File: src/rtl/obstacle_spawner.sv
// rtl/obstacle_spawner.sv - two-slot ground obstacle generator with LFSR-driven heights and gaps
// Optional: SPAWNER_FREERUN_EN makes the LFSR also shift every cycle while running.
module obstacle_spawner #(
    parameter logic [15:0] SEED    = 16'hACE1,
    parameter int          MIN_H   = 7,
    parameter int          MAX_H   = 14,
    parameter int          MIN_GAP = 40,
    parameter int          SPAWN_X = 160
) (
    input  logic       clk,
    input  logic       resetn,
    input  logic       restart,
    input  logic       run,
    input  logic       step,
    output logic [7:0] obs1X,
    output logic [7:0] obs1H,
    output logic [7:0] obs2X,
    output logic [7:0] obs2H,
    output logic       spawn,
    output logic [7:0] spawn_count
);

    localparam int          H_SPAN    = MAX_H - MIN_H + 1;
    localparam logic [15:0] LFSR_MASK = 16'hB400;
    localparam logic [7:0]  INIT_X1   = 8'd120;
    localparam logic [7:0]  INIT_H1   = 8'd7;
    localparam logic [7:0]  INIT_X2   = 8'd254;
    localparam logic [7:0]  INIT_H2   = 8'd14;

    typedef enum logic [1:0] {IDLE, RUN, FREEZE} state_t;

    state_t      state;
    logic [15:0] lfsr;

    function automatic logic [15:0] lfsr_shift(input logic [15:0] v);
        return {1'b0, v[15:1]} ^ (v[0] ? LFSR_MASK : 16'h0000);
    endfunction

    // Respawn column: other obstacle + minimum gap + random slack, never closer than SPAWN_X.
    function automatic logic [7:0] place_x(input logic [7:0] other, input logic [15:0] v);
        logic [9:0] sum;
        sum = {2'b00, other} + 10'(MIN_GAP) + {4'b0000, v[5:0]};
        if (sum < 10'(SPAWN_X))
            sum = 10'(SPAWN_X);
        if (sum > 10'd255)
            return 8'd255;
        return sum[7:0];
    endfunction

    function automatic logic [7:0] pick_h(input logic [15:0] v);
        logic [4:0] r;
        r = {1'b0, v[9:6]};
        if (r > 5'(H_SPAN - 1))
            r = r - 5'(H_SPAN);
        return 8'(MIN_H) + {3'b000, r};
    endfunction

    logic [7:0]  x1_n, h1_n, x2_n, h2_n, other1;
    logic [15:0] lfsr_a, lfsr_b, lfsr_step, lfsr_n;
    logic [1:0]  n_spawn;

    always_comb begin
        x1_n    = obs1X - 8'd1;
        h1_n    = obs1H;
        x2_n    = obs2X - 8'd1;
        h2_n    = obs2H;
        lfsr_a  = lfsr;
        n_spawn = 2'd0;
        // Slot 1 measures against where slot 2 lands after this step (0 if it respawns too).
        other1  = (obs2X == 8'd0) ? 8'd0 : obs2X - 8'd1;
        if (obs1X == 8'd0) begin
            x1_n    = place_x(other1, lfsr);
            h1_n    = pick_h(lfsr);
            lfsr_a  = lfsr_shift(lfsr);
            n_spawn = 2'd1;
        end
        lfsr_b = lfsr_a;
        if (obs2X == 8'd0) begin
            x2_n    = place_x(x1_n, lfsr_a);
            h2_n    = pick_h(lfsr_a);
            lfsr_b  = lfsr_shift(lfsr_a);
            n_spawn = n_spawn + 2'd1;
        end
        lfsr_step = step ? lfsr_b : lfsr;
`ifdef SPAWNER_FREERUN_EN
        lfsr_n = lfsr_shift(lfsr_step);
`else
        lfsr_n = lfsr_step;
`endif
    end

    always_ff @(posedge clk or negedge resetn) begin
        if (!resetn) begin
            state       <= IDLE;
            obs1X       <= INIT_X1;
            obs1H       <= INIT_H1;
            obs2X       <= INIT_X2;
            obs2H       <= INIT_H2;
            lfsr        <= SEED;
            spawn       <= 1'b0;
            spawn_count <= 8'd0;
        end else begin
            spawn <= 1'b0;
            if (restart) begin
                state       <= IDLE;
                obs1X       <= INIT_X1;
                obs1H       <= INIT_H1;
                obs2X       <= INIT_X2;
                obs2H       <= INIT_H2;
                lfsr        <= SEED;
                spawn_count <= 8'd0;
            end else begin
                case (state)
                    IDLE: begin
                        if (run)
                            state <= RUN;
                    end
                    RUN: begin
                        if (!run) begin
                            state <= FREEZE;
                        end else begin
                            lfsr <= lfsr_n;
                            if (step) begin
                                obs1X       <= x1_n;
                                obs1H       <= h1_n;
                                obs2X       <= x2_n;
                                obs2H       <= h2_n;
                                spawn       <= (n_spawn != 2'd0);
                                spawn_count <= spawn_count + {6'd0, n_spawn};
                            end
                        end
                    end
                    FREEZE: begin
                        if (run)
                            state <= RUN;
                    end
                    default: state <= IDLE;
                endcase
            end
        end
    end

endmodule

File: config.mk
export PLATFORM = sky130hd
export DESIGN_NAME = obstacle_spawner
export DESIGN_NICKNAME = d
export VERILOG_FILES = /design/src/rtl/obstacle_spawner.sv
export SDC_FILE = /design/constraint.sdc
export NUM_CORES = 1
export LEC_CHECK = 0
export CORE_ASPECT_RATIO = 0.9
export CORE_MARGIN = 3
export CORE_UTILIZATION = 54
export DETAILED_ROUTE_END_ITERATION = 16
export HOLD_SLACK_MARGIN = 0.15
export MAX_ROUTING_LAYER = met4
export PLACE_DENSITY_LB_ADDON = 0.08
export SLEW_MARGIN = 20
export SYNTH_ARGS = -nofsm -noshare
export SYNTH_HDL_FRONTEND = slang
export SYNTH_SLANG_ARGS = --single-unit
File: constraint.sdc
create_clock -name clk -period 12.59 [get_ports clk]
set_input_delay 1.8885 -clock clk [delete_from_list [all_inputs] [get_ports clk]]
set_output_delay 1.8885 -clock clk [all_outputs]
set_load 0.01 [all_outputs]
# Word level (Yosys, flattened, before mapping)
# Cells that the tools add are included.
# totals
wordCells	105
latch_bits	0
mem_bits_ro	0
inputBits	5
memories	0
ff_bits	59
ram_bits	0
# op_classes
eq_ne	4
order_cmp	6
div_mod_pow	0
n_reduce_logical	14
bitwise_logic	2
shifts	0
multipliers	0
n_mux	59
add_sub_neg	12
# op_table
operator	n
$mux W8	29
$mux W16	8
$mux W10	4
$xor A15 B16 Y16	2
$add A9 B6 Y10	2
$gt A10 B8 Y1 const B	2
$lt A10 B8 Y1 const B	2
$mux W5	4
$add A8 B6 Y9 const B	2
$logic_not A8 Y1	2
$sub A8 B1 Y8 const B	2
$add A3 B5 Y6 const A	2
$reduce_bool A2 Y1	6
$sub A4 B4 Y5 const B	2
$mux W1	9
$add A8 B2 Y8	1
$gt A4 B3 Y1 const B	2
$mux W2	4
$reduce_and A4 Y1	2
$pmux W2 S2	1
$ne A3 B1 Y1 const B	1
$ne A3 B3 Y1 const B	1
$reduce_and A3 Y1	1
$add A2 B1 Y2 const B	1
5 further kinds	5

# Depth between registers and ports, before layout
# logic_depth
depth_word	26
mapped_depth	28
ltp_nobuf	26

# Worst setup path after synthesis
# OpenSTA, ideal clock, no wires.
# synth_path
path_type	flip-flop to flip-flop
startpoint	register obs2X[0]
endpoint	register obs2X[1]
path_buffers	4
arrival_ns	6.031
setup_slack_ns	6.475
stages_incl_launch_ff	27
synth_period_minus_slack_ns	6.115
required_time_ns	12.507
path_cell_list	dfrtp_1 > inv_1 > ha_1 > nor3b_1 > nand2_1 > inv_1 > buf_2 > buf_2 > nor2_1 > ha_1 > ha_1 > fa_1 > a21o_1 > a21oi_1 > o21ai_0 > xor2_1 > or2_2 > clkbuf_2 > o41ai_1 > ha_1 > inv_1 > ha_1 > clkdlybuf4s50_2 > and2_1 > a221oi_1 > o31ai_2 > o32a_1
# synth_via
elab_chain_len	26
word_cells_on_any_way	27
# synth_lines
item	line	source
start: declaration	17	output logic [7:0] obs2X,
start signal: assignment	126	obs2X <= x2_n;
$sub A8 B1 Y8 or $logic_not A8 Y1 (tied branches)	65, 70, 78	
$mux W8	70	other1 = (obs2X == 8'd0) ? 8'd0 : obs2X - 8'd1;
$add A8 B6 Y9	42	sum = {2'b00, other} + 10'(MIN_GAP) + {4'b0000, v[5:0]};
$add A9 B6 Y10	42	
$lt A10 B8 Y1	43	if (sum < 10'(SPAWN_X))
$mux W10	43	
$mux W10	71	if (obs1X == 8'd0) begin
$gt A10 B8 Y1	45	if (sum > 10'd255)
(+10 left out)	-	
$mux W1	45	
$mux W1	78	if (obs2X == 8'd0) begin
$mux W8	47	return sum[7:0];
$mux W8 *	78	
$mux W8 *	123	if (step) begin
$mux W8 *	119	if (!run) begin
$mux W8 *	113	case (state)
$mux W8 *	104	if (restart) begin
# Mark *: on every way between the ends. The rest lies on a longest branch, timed or not. The select of a mux whose other input is x is not followed.
# A chain may end at the register's enable or synchronous reset.

# Final worst setup path
# layout_path
startpoint	register obs2X[0]
endpoint	register obs2X[4]
# Same word-level chain as after synthesis.

==> reports/summary.txt <==
clk root buf = clkbuf_8
1st-iter DRT viols = 294
met2 routed WL = 4.95 mm
hold slack final = 0.507 ns
Pwr Density = 70.3 nW/um^2
core area = 7690 um^2
Slew Viols, Final = 0
first-pass GRT wire length = 18.7 mm
slowest cell on the critical path = inv_1
cts hold-fix bufs = 0
ratio of cells with drive above 1 in the final layout = 0.114
fillcell total = 682
RSZ-0062 raised after global routing = no
Max Root-Sink Buffers = 2
WL per Instance = 17.7 um
met3 WL post-DR = 593 um
cell row count = 30
ys flop type = dfrtp_1
Max-Cap Viols = 0
final wirelength = 11.2 mm
worst slack, placed = 5.91 ns
kind of end point of the critical path = flip-flop
height of the die = 91.2 um
Sink Count = 55
First-pass DRT Iterations = 5
Synth Cell Area = 4350 um^2
final core occ = 0.630
multi-input logic area = 2670 um^2
Layout area overhead = 11.4%
top sig layer = met4
Clock Latency Late Sink = 0.31 ns
Distinct cells, synth = 75
DR vias = 3,861
H-tree Lvls = 2
GRT overflow = 0
skew final = 0.0138 ns
DRC = 0
post-synthesis sequential area ratio = 0.324
most frequent CP cell = ha_1
CTS tree = done
minimum clock period = 6.88 ns
Post-CTS Setup Inserts = 0
critical path class = reg -> reg
Fin Setup TNS = 0 ns
Post-DP HPWL = 8.10 mm
number of warnings issued by yosys = 0
Worst Hold Class = reg -> reg
total global-route track usage = 0.255
Met1 Routed Length = 5.52 mm
DIE WIDTH = 101 um
Final period util = 0.547
fin worst setup slack = 5.71 ns
VDD IR-drop max = 0.0557 mV
Startpoint Class = flip-flop
worst slew pin tran = 1.08 ns
Starting Density = 0.565
Final ANT Viol Nets = 0
P_leak = 2.04 nW
Max Clock Freq = 0.145 GHz
Tot Pwr = 0.341 mW
initial antenna violation count = 0
critical path peak fanout = 24
Port Buffer Count = 41
Crit path max-delay family = adder cells
Final setup viols = 0
CP arrival = 7.13 ns
required time of the critical path = 12.84 ns
GP Congestion = 0.891
Mean Syn Cell Area = 8.56 um^2
Seq cells post-synth = 55
status = completed
total CTS buffers = 5
vias in the first global route = 3,680
Diodes inserted = 0
Nets = 580
Post-Syn Instances = 508
Final Hold Viols = 0
slew margin rel. = 0.276
CTS clk-pin slew, worst paths = 0.11 ns
I/O pin count = 46
Die Area = 9170 um^2
Register Area = 1410 um^2
maximum number of pins on one net before global-route repair = 56
via/cell ratio = 6.10
CTS resizes = 0
Largest stage delay, worst path = 0.52 ns
number of synthesized flops with an enable pin = 0
ys async rst share = 1.00
Buf+Inv Stages, Crit Path = 4
flip-flops by register name, summed over array words and instances (netlist names):
| signal | count |
|---|---|
| lfsr | 16 |
| obs1H | 6 |
| state | 2 |
| spawn | 1 |
| spawn_count | 8 |
| obs1X | 8 |
| obs2H | 6 |
| obs2X | 8 |
synthesized netlist by cell type, drive strengths merged (8+ instances only):
master  instances  share of area
a21oi          45          0.053
buf            13          0.019
clkbuf         13          0.012
dfrtp          30           0.17
dfstp          25           0.15
ha             36           0.10
inv            27          0.023
nand2          70          0.061
nand3          14          0.016
nor2           39          0.034
nor3           14          0.016
nor4            8          0.012
o211ai         15          0.029
o21ai          28          0.032
o22ai           9          0.013
xnor2          19          0.038
xor2           13          0.026
metrics by stage:
step / cell area [um^2] / instances
floorplan: 4360 / 511
global placement: 4750 / 625
detailed placement: 4750 / 625
CTS: 4850 / 633
global route: 4850 / 633
finish: 4850 / 633
placed cells by master, fill, tap and decap left out, types with 4 or more instances in the layout:
cell type / synthesis / routed
ha_1: 36 / 36
inv_1: 27 / 27
clkdlybuf4s50_1: 0 / 40
o211ai_1: 14 / 14
xnor2_1: 19 / 19
nor3b_1: 4 / 4
clkbuf_8: 0 / 6
a22oi_1: 4 / 4
a21oi_1: 44 / 44
nor3_1: 14 / 14
and3_1: 4 / 4
conb_1: 1 / 4
dfrtp_1: 30 / 30
xor2_1: 13 / 13
or2_2: 4 / 4
nor4_1: 8 / 8
a21o_1: 4 / 4
a31oi_1: 5 / 5
o31a_1: 4 / 4
dfstp_2: 25 / 25
nand3_1: 14 / 14
o22ai_1: 9 / 9
o32a_1: 4 / 4
nor2_1: 39 / 39
buf_4: 6 / 5
nand2_1: 69 / 69
o21ai_0: 26 / 26
layer usage:
layer | GRT usage | up-vias
li1 | - | 1872
met3 | 0.0323 | 14
met5 | - | -
met1 | 0.392 | 1847
met4 | 0.0640 | 0
met2 | 0.352 | 128
path summary, 6_finish.rpt:
path	start	endpoint	slack (ns)	cells after the start
setup / recovery	obs2X[0]	obs2X[4]	5.71	26
setup reg to reg	obs2X[0]	obs2X[4]	5.71	26
max in group asynchronous	resetn	obs1X[2]	10.42	2
hold reg to reg	obs1H[2]	obs1H[2]	0.51	2
hold / removal	obs1H[2]	obs1H[2]	0.51	2
min in group asynchronous	resetn	obs2X[0]	1.68	2
tightest hold or removal path, cell delays in order, from the launching register on:
cell and delay, ns:
dfstp_2 0.38, nand2_1 0.05, o211ai_1 0.08
power by group:
group / leakage [nW] / internal [mW] / switching (mW)
sequential: 0.680 / 0.179 / 0.00234
combinational: 1.31 / 0.0203 / 0.0339
clock: 0.0474 / 0.0451 / 0.0605
area by class of cell:
type | instances | share of cell area
Clock buffer | 6 | 0.0170
Clock inverter | 2 | 0.00336
Inverter | 28 | 0.0219
Multi-Input combinational cell | 400 | 0.551
Sequential cell | 55 | 0.290
Tap cell | 96 | 0.0248
Timing Repair Buffer | 46 | 0.0914
kinds of logic (layout without fill, tap and decap cells):
group,count (synthesis),in the layout,share of synthesized area
multiplexers,7,7,0.0187
buffers and inverters,56,82,0.0650
AND/OR/NAND/NOR,177,177,0.195
XOR/XNOR,32,32,0.0644
adder cells (fa/ha/maj),39,39,0.117
other,1,4,0.000862
AO/OA/AOI/OAI,141,141,0.215
flip-flops,55,55,0.324
(Power assumes the default switching activity.)
